`src/rtl/clock_switch_ctrl_if.sv`:
```
// rtl/clock_switch_ctrl_if.sv - control/status bundle between clock switch controller and its environment
//
// Purpose: groups heartbeat inputs, selection policy inputs and switch/status
// outputs of clock_switch_ctrl so they travel as one port.
// Ports (signals):
//   hb0, hb1   heartbeat levels from the clk0 / clk1 domains (async to clk)
//   pref       preferred source, 1 = clk0, 0 = clk1
//   auto_en    1 = failover enabled, 0 = follow pref unconditionally
//   select     to the glitch-free switch, 1 = clk0
//   busy       settle interval in progress
//   alive0/1   heartbeat of clk0 / clk1 considered live
//   both_dead  failover enabled and neither source alive
//   fail_evt   one-cycle pulse on a failover-caused switch
// Modports: master = environment side, slave = controller side.
interface clock_switch_ctrl_if;
  logic hb0;
  logic hb1;
  logic pref;
  logic auto_en;
  logic select;
  logic busy;
  logic alive0;
  logic alive1;
  logic both_dead;
  logic fail_evt;

  modport master (
    output hb0, hb1, pref, auto_en,
    input  select, busy, alive0, alive1, both_dead, fail_evt
  );

  modport slave (
    input  hb0, hb1, pref, auto_en,
    output select, busy, alive0, alive1, both_dead, fail_evt
  );
endinterface

```
`src/rtl/clock_switch_ctrl.sv`:
```
// rtl/clock_switch_ctrl.sv - source selection, failover and settle control for a two-clock switch
//
// Purpose: watches heartbeat toggles from clk0/clk1 on a free-running
// reference clock, declares a source dead after TIMEOUT quiet cycles, and
// drives the switch select with failover and a SETTLE-cycle hold after
// every change.
// Ports:
//   clk  reference clock, free-running, asynchronous to clk0/clk1
//   rst  synchronous active-high reset
//   bus  clock_switch_ctrl_if.slave (heartbeats, policy inputs, select/status)
module clock_switch_ctrl #(
  parameter int TIMEOUT = 64,
  parameter int SETTLE  = 16
) (
  input  logic                clk,
  input  logic                rst,
  clock_switch_ctrl_if.slave  bus
);

  localparam int CW = $clog2(TIMEOUT + 1);
  localparam int SW = (SETTLE > 1) ? $clog2(SETTLE) : 1;
  localparam logic [CW-1:0] CNT_MAX  = CW'(TIMEOUT);
  localparam logic [SW-1:0] SET_LOAD = SW'(SETTLE - 1);

  typedef enum logic {ST_STABLE, ST_SETTLE} state_t;

  // Heartbeat synchronizers: bit 0 = clk0 source, bit 1 = clk1 source.
  logic [1:0]    hb_s1, hb_s2, hb_s3;
  logic [1:0]    hb_edge;
  logic [CW-1:0] cnt0, cnt1;
  logic          alive0, alive1;
  logic          want;

  state_t        state_q, state_d;
  logic          sel_q, sel_d;
  logic          busy_q, busy_d;
  logic          fail_q, fail_d;
  logic [SW-1:0] scnt_q, scnt_d;

  // Both polarities of the heartbeat level count as activity.
  assign hb_edge = hb_s2 ^ hb_s3;

  always_ff @(posedge clk) begin
    if (rst) begin
      hb_s1 <= '0;
      hb_s2 <= '0;
      hb_s3 <= '0;
      cnt0  <= '0;
      cnt1  <= '0;
    end else begin
      hb_s1 <= {bus.hb1, bus.hb0};
      hb_s2 <= hb_s1;
      hb_s3 <= hb_s2;
      if (hb_edge[0])          cnt0 <= '0;
      else if (cnt0 != CNT_MAX) cnt0 <= cnt0 + CW'(1);
      if (hb_edge[1])          cnt1 <= '0;
      else if (cnt1 != CNT_MAX) cnt1 <= cnt1 + CW'(1);
    end
  end

  assign alive0 = (cnt0 < CNT_MAX);
  assign alive1 = (cnt1 < CNT_MAX);

  // Target source: preferred if alive, else the other if alive, else hold.
  always_comb begin
    want = sel_q;
    if (!bus.auto_en) begin
      want = bus.pref;
    end else if (bus.pref ? alive0 : alive1) begin
      want = bus.pref;
    end else if (bus.pref ? alive1 : alive0) begin
      want = ~bus.pref;
    end
  end

  always_ff @(posedge clk) begin
    if (rst) begin
      state_q <= ST_STABLE;
      sel_q   <= 1'b1;
      busy_q  <= 1'b0;
      fail_q  <= 1'b0;
      scnt_q  <= '0;
    end else begin
      state_q <= state_d;
      sel_q   <= sel_d;
      busy_q  <= busy_d;
      fail_q  <= fail_d;
      scnt_q  <= scnt_d;
    end
  end

  always_comb begin
    state_d = state_q;
    sel_d   = sel_q;
    scnt_d  = scnt_q;
    fail_d  = 1'b0;
    case (state_q)
      ST_STABLE: begin
        if (want != sel_q) begin
          sel_d   = want;
          scnt_d  = SET_LOAD;
          state_d = ST_SETTLE;
          fail_d  = (want != bus.pref);
        end
      end
      ST_SETTLE: begin
        // want is ignored here; it is looked at again in the first STABLE cycle.
        if (scnt_q == '0) state_d = ST_STABLE;
        else              scnt_d  = scnt_q - SW'(1);
      end
      default: state_d = ST_STABLE;
    endcase
    busy_d = (state_d == ST_SETTLE);
  end

  assign bus.select    = sel_q;
  assign bus.busy      = busy_q;
  assign bus.fail_evt  = fail_q;
  assign bus.alive0    = alive0;
  assign bus.alive1    = alive1;
  assign bus.both_dead = bus.auto_en & ~alive0 & ~alive1;

endmodule

```
`src/flat_wrapper.sv`:
```
// flat-port wrapper written by rule: the top's interface ports become plain ports
module clock_switch_ctrl_flat 
#(
  parameter int TIMEOUT = 64,
  parameter int SETTLE  = 16
)
  (clk, rst, bus_hb0, bus_hb1, bus_pref, bus_auto_en, bus_select, bus_busy, bus_alive0, bus_alive1, bus_both_dead, bus_fail_evt);
  clock_switch_ctrl_if bus_i ();
  input  logic clk;
  input  logic rst;
  input wire logic [$bits(bus_i.hb0)-1:0] bus_hb0;
  input wire logic [$bits(bus_i.hb1)-1:0] bus_hb1;
  input wire logic [$bits(bus_i.pref)-1:0] bus_pref;
  input wire logic [$bits(bus_i.auto_en)-1:0] bus_auto_en;
  output wire logic [$bits(bus_i.select)-1:0] bus_select;
  output wire logic [$bits(bus_i.busy)-1:0] bus_busy;
  output wire logic [$bits(bus_i.alive0)-1:0] bus_alive0;
  output wire logic [$bits(bus_i.alive1)-1:0] bus_alive1;
  output wire logic [$bits(bus_i.both_dead)-1:0] bus_both_dead;
  output wire logic [$bits(bus_i.fail_evt)-1:0] bus_fail_evt;
  assign bus_i.hb0 = bus_hb0;
  assign bus_i.hb1 = bus_hb1;
  assign bus_i.pref = bus_pref;
  assign bus_i.auto_en = bus_auto_en;
  assign bus_select = bus_i.select;
  assign bus_busy = bus_i.busy;
  assign bus_alive0 = bus_i.alive0;
  assign bus_alive1 = bus_i.alive1;
  assign bus_both_dead = bus_i.both_dead;
  assign bus_fail_evt = bus_i.fail_evt;
  clock_switch_ctrl #(.TIMEOUT(TIMEOUT), .SETTLE(SETTLE)) u_core (.clk(clk), .rst(rst), .bus(bus_i));
endmodule
```
`config.mk`:
```
export PLATFORM = sky130hd
export DESIGN_NAME = clock_switch_ctrl_flat
export DESIGN_NICKNAME = d
export VERILOG_FILES = /design/src/rtl/clock_switch_ctrl_if.sv /design/src/rtl/clock_switch_ctrl.sv /design/src/flat_wrapper.sv
export SDC_FILE = /design/constraint.sdc
export NUM_CORES = 1
export LEC_CHECK = 0
export BUFFER_PORTS_ARGS = -buffer_cell sky130_fd_sc_hd__clkbuf_2
export CORE_MARGIN = 3
export CORE_UTILIZATION = 55
export DETAILED_ROUTE_END_ITERATION = 8
export GPL_ROUTABILITY_DRIVEN = 0
export HOLD_SLACK_MARGIN = 0.03
export PLACE_DENSITY = 0.84
export SLEW_MARGIN = 20
export SYNTH_ARGS = -nofsm -noshare
export SYNTH_HDL_FRONTEND = slang
export SYNTH_SLANG_ARGS = --single-unit
```
`constraint.sdc`:
```
create_clock -name clk -period 1.9 [get_ports clk]
set_input_delay 0.38 -clock clk [delete_from_list [all_inputs] [get_ports clk]]
set_output_delay 0.38 -clock clk [all_outputs]
set_load 0.005 [all_outputs]
```
==> results.txt, run 1 <==
Final wirelength: 2000 um
Vias per std cell: 5.28
Final Hold Fails: 0
Netlist cell types: 28
Fmax: 585 MHz
VDD IR-drop max: 651 uV
I/O Pins: 12
Synth warn: 0
Inst Count DP: 165
IO buf count: 11
Worst setup margin: 192 ps
Largest net degree at the start of global routing: 17
Total gr overflow: 0
Design Area, Final: 1310 um^2
Syn Nets: 141
Layout cells sized above 1: 13.4%
Critical path launch point type: flop
Synthesized area per cell: 9.29 um^2
Worst skew pair latency: 320 ps
Crit Path Max Fanout: 5
CTS Buffer Depth: 2
Final period util: 89.9%
Worst Path Required: 2130 ps
# DRC: 0
Fin. max-slew vios: 0
Clock root cell: clkbuf_4
Non-Filler Instances: 169
Async set or reset register ratio after synthesis: 0%
Outcome: finished clean
H-tree depth: 1
Cells after Synth: 129
Post-synth top area cell: dfxtp_1
Worst-case clock skew: 2.97 ps
Resize count post-CTS: 0
Fin nets: 155
DR iter-0 viols: 20
Commonest non-fill, non-tap cell in the layout: dfxtp_1
Maxcap violations: 0
Routed wire per std cell: 11.8 um
Cts hold-fix bufs: 0
Critical Path End Type: flop
Filler cells: 164
Die Ht: 52.7 um
Max-slew headroom: 80.6%
Area added between synthesis and finish: 9.29%
Clock-pin slew on the worst setup and hold paths: 140 ps
CTS tree: done
Post-Syn Area: 1200 um^2
Via count: 893
Row count: 16
Hold Path Class: in2reg
Post-route ant nets: 0
Drt first pass iters: 4
Top_reg_cell synth: dfxtp_1
Area contributors post-synth: dfxtp_1 45%, xnor2_1 6.6%, ha_1 6.3%
Setup TNS: 0 ps
Synth top area share: 45.1%
Most frequent cells in the layout: 27 x dfxtp_1, 17 x nor2_1, 11 x clkbuf_2
Final Critical Period: 1710 ps
Clock sink count: 27
Post-CTS Setup Repair Bufs: 0
Setup violations, final: 0
Die W: 52.7 um
Initial core utilization: 59.3%
Initial antenna violation count: 0
Number of synthesized flops with an enable pin: 0
Register bit total from synthesis: 27
Post-synthesis sequential area ratio: 45.1%
CP Class: reg2reg
Number of diodes: 0
Final Power: 1.02 mW
Post-DP HPWL: 1570 um
CTS Buf Count: 3
Measured slew at the worst slew-check pin: 291 ps
Core area: 2020 um^2
Leak pwr: 0.536 nW
Die area: 2780 um^2
CP Data Arrival Time: 1940 ps
DP Worst Slack: 198 ps
Pwr dens: 782 nW/um^2
GRT Total Usage: 17.2%
Vias in the first global route: 878
Unrepaired setup endpoints after global routing: no
Global-route wire length before repair: 3530 um
Placed cell areas: 1280 um^2
[where the power goes]
| group | leakage [nW] | internal [mW] | total (mW) | switching, mW |
|---|---|---|---|---|
| logic | 0.301 | 0.0692 | 0.143 | 0.0734 |
| registers | 0.221 | 0.603 | 0.638 | 0.0348 |
| clock network | 0.0139 | 0.0804 | 0.243 | 0.163 |
[logic make-up (layout without fill, tap and decap cells)]
| logic type | count (synthesis) | count (layout) | synth area share [%] |
|---|---|---|---|
| fa+ha+maj | 6 | 6 | 6.26 |
| compound gates | 14 | 14 | 7.10 |
| flops | 27 | 27 | 45.1 |
| mux | 3 | 3 | 2.61 |
| simple gates | 55 | 55 | 25.6 |
| xor+xnor | 14 | 14 | 10.2 |
| buf+inv | 10 | 23 | 3.13 |
[worst paths after layout]
path | start | to | slack [ps] | cells after the start
min reg2reg | u_core.hb_s1[0] | u_core.hb_s2[0] | 450 | 1
max reg2reg | u_core.cnt1[0] | u_core.cnt1[0] | 190 | 6
max | u_core.cnt1[0] | u_core.cnt1[0] | 190 | 6
min | bus_hb0 | u_core.hb_s1[0] | 260 | 2
[layout make-up]
class                   count  area, um^2  area share [%]
repair buffers             11        55.1            4.20
well taps                  27        33.8            2.58
inverters                   8        30.0            2.29
clock buffers               3        22.5            1.72
multi-input cells          92         621            47.4
flip-flops and latches     27         541            41.3
clock inverters             1        7.51           0.573
[critical path: stages, from the launching register on]
cell	delay [ps]
dfxtp_1	380
inv_1	70
ha_1	130
or4b_1	430
or3_4	370
xnor2_1	180
nor2_1	60
[sequential cells by signal (all words and copies together), names as in the netlist]
name                 count
u_core.hb_s3             2
u_core.hb_s1             2
u_core.bus.select        1
u_core.scnt_q            4
u_core.bus.fail_evt      1
u_core.bus.busy          1
u_core.cnt0              7
u_core.hb_s2             2
u_core.cnt1              7
[per-stage QoR]
| step | utilization [%] | hold WS, ps |
|---|---|---|
| after floorplan | - | 414 |
| after global placement | 63.3 | 417 |
| after detailed placement | 63.3 | 424 |
| after CTS | 64.8 | 250 |
| after global routing | 64.8 | 246 |
| final | 64.8 | 261 |
[cell usage after synthesis, types with 2 or more instances]
cell      instances
a21oi_1           7
nand2b_1          5
xor2_1            5
a211oi_1          2
inv_1             7
nor3b_1           2
a31oi_1           2
nand3_1           5
or4b_1            3
xnor2_1           9
and3_1            3
dfxtp_1          27
nor3_1            2
or3_4             2
mux2i_1           2
nor2_1           17
nand2_1           5
ha_1              6
clkbuf_1          2
nor2b_1           8
[metal layers]
layer	global-route usage [%]	vias to the layer above	part of all wire [%]
met3	3.70	2	3.1
met1	18.0	422	43
met2	32.0	12	54
met4	7.66	0	0.45
li1	-	457	-
met5	0	-	0
(Power assumes the default switching activity.)
==> run 2, diff against run 1 <==
- CORE_UTILIZATION: 55 -> 30
- PLACE_DENSITY: 0.84 -> default
==> run 2 against run 1 <==
  * Clock skew fell by 1.3 ps
  * Combinational power barely moved
  * Worst hold slack improved by 55 ps
  * Largest cell class unchanged
  * Sequential power barely moved
  * Count of clock-buffer cells in the layout rose by 1
  * Global-route usage fell by 8.1 points
  * Critical path type unchanged
  * Highest routed layer unchanged
  * Flip-flop and latch count did not move
  * Register-to-register slack improved by 20 ps
==> results.txt, run 2 (synthesis results as in run 1) <==
Filler cells: 406 (+150%)
Max-slew headroom: 79.9% (-0.72 points)
Die W: 69.2 um (+31%)
DR iter-0 viols: 26 (+30%)
Final wirelength: 1990 um (-0.60%)
Critical path launch point type: flop
Vias per std cell: 4.56 (-14%)
Initial antenna violation count: 0 (unchanged)
Post-route ant nets: 0 (unchanged)
Vias in the first global route: 862 (-1.8%)
Most frequent cells in the layout: 27 x dfxtp_1, 17 x nor2_1, 11 x clkbuf_2
Outcome: finished clean
Leak pwr: 0.545 nW (+1.6%)
Clock-pin slew on the worst setup and hold paths: 90 ps (-50 ps)
Worst R2R End: u_core.cnt1[2]
Clock sink count: 27 (unchanged)
Row count: 22 (+6)
Core area: 3740 um^2 (+85%)
Design Area, Final: 1350 um^2 (+3.2%)
Routed wl met3: 36 um (-42%)
Cts hold-fix bufs: 0 (unchanged)
Global-route wire length before repair: 3670 um (+3.9%)
Net Switching: 0.279 mW (+2.7%)
Layout cells sized above 1: 12.7% (-0.70 points)
Largest stage delay, worst path: 440 ps (about the same)
Final Critical Period: 1690 ps (-19.2 ps)
Largest net degree at the start of global routing: 16 (-1)
CTS Buffer Depth: 2 (unchanged)
Setup violations, final: 0 (unchanged)
VDD IR-drop max: 344 uV (-47%)
Fmax: 592 MHz (+1.1%)
Routed wire per std cell: 10.5 um (-12%)
I/O Pins: 12 (unchanged)
Sequential Power Share: 58.0% (-4.3 points)
CP bufs+invs: 1 (unchanged)
Via count: 866 (-3.0%)
Top flop regs: u_core.cnt0: 7 flops, u_core.cnt1: 7 flops, u_core.scnt_q: 4 flops
Pwr dens: 815 nW/um^2 (+4.2%)
Final period util: 88.9% (-1.0 points)
Clock root cell: clkbuf_8
Final Hold Fails: 0 (unchanged)
Wl on met1: 973 um (+14%)
Hold Path Class: in2reg
Post-DP HPWL: 1510 um (-4.0%)
FF-to-FF Start: u_core.cnt1[0]
Post-CTS Setup Repair Bufs: 0 (unchanged)
Maxcap violations: 0 (unchanged)
Final Power: 1.10 mW (+7.5%)
CTS Buf Count: 3 (unchanged)
CTS tree: done
Crit-path slowest cell: or4b_1
Clock share of power: 28.8% (+5.0 points)
Commonest non-fill, non-tap cell in the layout: dfxtp_1
IO buf count: 11 (unchanged)
Logic pwr share: 13.3% (-0.6 points)
Worst skew pair latency: 260 ps (-60 ps)
Measured slew at the worst slew-check pin: 301 ps (+10.8 ps)
# DRC: 0 (unchanged)
GRT Total Usage: 9.07% (-8.1 points)
Highest routed layer: met4
Critical Path End Type: flop
Initial core utilization: 32.0% (-27 points)
Unrepaired setup endpoints after global routing: no
Hold_sp: bus_hb0
Fin. max-slew vios: 0 (unchanged)
Die area: 4790 um^2 (+73%)
R2r setup slk: 210 ps (+20 ps)
CP Data Arrival Time: 1850 ps (-90 ps)
Area added between synthesis and finish: 12.7%
Total gr overflow: 0 (unchanged)
Crit Path Max Fanout: 5 (unchanged)
Fin nets: 155 (unchanged)
Sw Share: 25.3% (-1.2 points)
Met2 routed wirelength: 958 um (-11%)
Number of diodes: 0 (unchanged)
Placed cell areas: 1310 um^2 (+2.1%)
WHS Path Cells: 2 (unchanged)
H-tree depth: 1 (unchanged)
Worst Path Required: 2060 ps (-70 ps)
CP top delay family: simple AND/OR/NAND/NOR gates
Resize count post-CTS: 0 (unchanged)
Hold endpoint: u_core.hb_s1[0]
Die Ht: 69.2 um (+31%)
Worst-case clock skew: 1.71 ps (-1.25 ps)
Drt first pass iters: 3 (-1)
Worst path cell trace: inv_1 -> ha_1 -> or4b_1 -> or3_4 -> nand2b_1 -> nor2_1
Internal power: 0.823 mW (+9.3%)
CP Class: reg2reg
FF-to-FF path depth: 6 (unchanged)
Setup TNS: 0 ps (unchanged)
run 2: changes by cell type in the layout (fill, tap and decap cells not counted), sizes merged:
cell | before | now
clkbuf | 14 | 15
clkinvlp | 1 | 0
run 2: layout make-up:
cell class | instances | area [um^2] | area share (%)
clock buffer | 4 | 45.0 | 3.33
inverter | 8 | 30.0 | 2.22
multi-input combinational | 92 | 621 | 45.9
sequential | 27 | 541 | 40.0
tap | 48 | 60.1 | 4.44
timing repair buffer | 11 | 55.1 | 4.07
run 2: stage by stage:
step	std cells	hold WS (ps)	util, %	setup slack [ps]
6_report	190	316	36.1	211
3_5_place_dp	186	431	34.9	229
3_3_place_gp	186	417	34.9	279
2_1_floorplan	129	414	-	331
4_1_cts	190	317	36.1	203
5_1_grt	190	327	36.1	110
run 2: power groups by stage:
stage | sequential (mW) | clock, mW | combinational (mW)
after global routing | 0.645 | 0.357 | 0.175
after CTS | 0.638 | 0.329 | 0.149
final | 0.638 | 0.317 | 0.146
after detailed placement | 0.651 | 0 | 0.148
after global placement | 0.648 | 0 | 0.138
after floorplan | 0.643 | 0 | 0.110
run 2: worst max-delay path by stage:
| stage | cells past startpoint | start | end | slack, ps |
|---|---|---|---|---|
| floorplan | 6 | u_core.cnt1[0] | u_core.cnt1[1] | 330 |
| global placement | 6 | u_core.cnt0[0] | u_core.cnt0[5] | 280 |
| detailed placement | 6 | u_core.cnt1[0] | u_core.cnt1[2] | 230 |
| CTS | 6 | u_core.cnt1[0] | u_core.cnt1[0] | 200 |
| global route | 6 | u_core.cnt1[0] | u_core.cnt1[5] | 110 |
| finish | 6 | u_core.cnt1[0] | u_core.cnt1[2] | 210 |
run 2: routing by layer:
| layer | vias to the layer above | GRT usage, % |
|---|---|---|
| met1 | 405 | 11.4 |
| met2 | 4 | 15.1 |
| met5 | - | 0 |
| li1 | 455 | - |
| met4 | 0 | 3.69 |
| met3 | 2 | 1.74 |
==> run 3, diff against run 2 <==
- CTS_BUF_LIST: default -> sky130_fd_sc_hd__clkbuf_4 sky130_fd_sc_hd__clkbuf_8
==> run 3 against run 2 <==
  * Register-to-register slack barely moved
  * Critical path type unchanged
  * Via count did not move
  * Global-route usage did not move
  * Clock skew hardly changed
  * Die area is the same
==> results.txt, run 3 (synthesis results as in run 1) <==
Clock-pin slew on the worst setup and hold paths: 90 ps (about the same)
Setup TNS: 0 ps (unchanged)
Vias in the first global route: 862 (unchanged)
Fmax: 592 MHz (unchanged)
Hold Path Class: in2reg
CP Class: reg2reg
# DRC: 0 (unchanged)
Filler cells: 406 (unchanged)
Final Hold Fails: 0 (unchanged)
Crit-path slowest cell: or4b_1
Worst skew pair latency: 260 ps (about the same)
Crit path from: u_core.cnt1[0]
Cts hold-fix bufs: 0 (unchanged)
Hold endpoint: u_core.hb_s1[0]
Outcome: finished clean
Setup violations, final: 0 (unchanged)
Initial antenna violation count: 0 (unchanged)
Total gr overflow: 0 (unchanged)
DP Worst Slack: 229 ps (unchanged)
Critical Path End Type: flop
Area of the multi-input gates: 621 um^2 (unchanged)
Clock sink count: 27 (unchanged)
I/O Pins: 12 (unchanged)
CTS Buffer Depth: 2 (unchanged)
Routed wl met3: 36 um (unchanged)
CTS tree: done
Final wirelength: 1990 um (unchanged)
Number of diodes: 0 (unchanged)
Pwr dens: 823 nW/um^2 (+1.0%)
Layout cells sized above 1: 13.4% (+0.70 points)
R2r setup slk: 210 ps (about the same)
Worst setup margin: 211 ps (unchanged)
Die W: 69.2 um (unchanged)
Worst-case clock skew: 1.77 ps (+0.0525 ps)
Drt first pass iters: 3 (unchanged)
Largest stage delay, worst path: 440 ps (about the same)
Fin nets: 155 (unchanged)
CTS Buf Count: 3 (unchanged)
Via count: 866 (unchanged)
Fin. max-slew vios: 0 (unchanged)
Post-DP HPWL: 1510 um (unchanged)
H-tree depth: 1 (unchanged)
CP Data Arrival Time: 1850 ps (about the same)
Area added between synthesis and finish: 13.0%
Routed wire per std cell: 10.5 um (unchanged)
Core area: 3740 um^2 (unchanged)
Post-CTS Setup Repair Bufs: 0 (unchanged)
Hold slack: 316 ps (-0.0610 ps)
Global-route wire length before repair: 3670 um (unchanged)
Crit Path Max Fanout: 5 (unchanged)
Commonest non-fill, non-tap cell in the layout: dfxtp_1
Worst Path Required: 2060 ps (about the same)
Top flop regs: u_core.cnt0: 7 flops, u_core.cnt1: 7 flops, u_core.scnt_q: 4 flops
VDD IR-drop max: 344 uV (about the same)
DR iter-0 viols: 26 (unchanged)
FF-to-FF path depth: 6 (unchanged)
Fin util: 36.2% (+0.10 points)
Clock root cell: clkbuf_8
Highest routed layer: met4
Resize count post-CTS: 0 (unchanged)
Final Critical Period: 1690 ps (unchanged)
Leak pwr: 0.549 nW (+0.63%)
Most frequent cells in the layout: 27 x dfxtp_1, 17 x nor2_1, 11 x clkbuf_2
GRT Total Usage: 9.07% (unchanged)
Die Ht: 69.2 um (unchanged)
Vias per std cell: 4.56 (unchanged)
Largest net degree at the start of global routing: 16 (unchanged)
Worst R2R End: u_core.cnt1[2]
IO buf count: 11 (unchanged)
Wl on met1: 973 um (unchanged)
Unrepaired setup endpoints after global routing: no
Row count: 22 (unchanged)
Max-slew headroom: 79.9% (unchanged)
Register area: 541 um^2 (unchanged)
Post-route ant nets: 0 (unchanged)
Initial core utilization: 32.0% (unchanged)
Measured slew at the worst slew-check pin: 301 ps (unchanged)
Hold_sp: bus_hb0
Die area: 4790 um^2 (unchanged)
WHS Path Cells: 2 (unchanged)
Final period util: 88.9% (unchanged)
FF-to-FF Start: u_core.cnt1[0]
Maxcap violations: 0 (unchanged)
Met2 routed wirelength: 958 um (unchanged)
Worst path cell trace: inv_1 -> ha_1 -> or4b_1 -> or3_4 -> nand2b_1 -> nor2_1
Final Power: 1.12 mW (+1.3%)
Critical path launch point type: flop
run 3: cell counts in the layout (fill, tap and decap cells not counted):
No cell type changed its count.
run 3: worst max-delay path, delay by kind of cell, from the launching register on:
kind / cells / cell delay, ps
adders and majority gates: 1 / 130
DFF: 1 / 360
buffers and inverters: 1 / 70
and+or+nand+nor: 4 / 1030
run 3: power breakdown:
part           switching, mW  total (mW)  internal (mW)  leakage, nW
Clock                  0.167       0.331          0.164       0.0262
Sequential            0.0356       0.638          0.603        0.221
Combinational         0.0759       0.146         0.0701        0.301
Total                  0.279        1.12          0.837        0.549
run 3: worst max path at each step:
stage	slack, ps	to	depth (start not counted)
after global routing	110	u_core.cnt1[5]	6
final	210	u_core.cnt1[2]	6
after floorplan	330	u_core.cnt1[1]	6
after global placement	280	u_core.cnt0[5]	6
after detailed placement	230	u_core.cnt1[2]	6
after CTS	200	u_core.cnt1[0]	6
run 3: metrics by stage:
step	cell area (um^2)	cells
5_1_grt	1360	190
6_report	1360	190
3_5_place_dp	1310	186
3_3_place_gp	1310	186
2_1_floorplan	1200	129
4_1_cts	1360	190
run 3: area by class of cell:
cell class | count | share of cell area [%]
clock buffer | 4 | 3.60
inverter | 8 | 2.22
multi-input combinational | 92 | 45.8
sequential | 27 | 39.9
tap | 48 | 4.43
timing repair buffer | 11 | 4.06
run 3: metal layers:
layer  global-route usage (%)  vias up
li1                         -      455
met1                     11.4      405
met2                     15.1        4
met3                     1.74        2
met4                     3.69        0
met5                        0        -
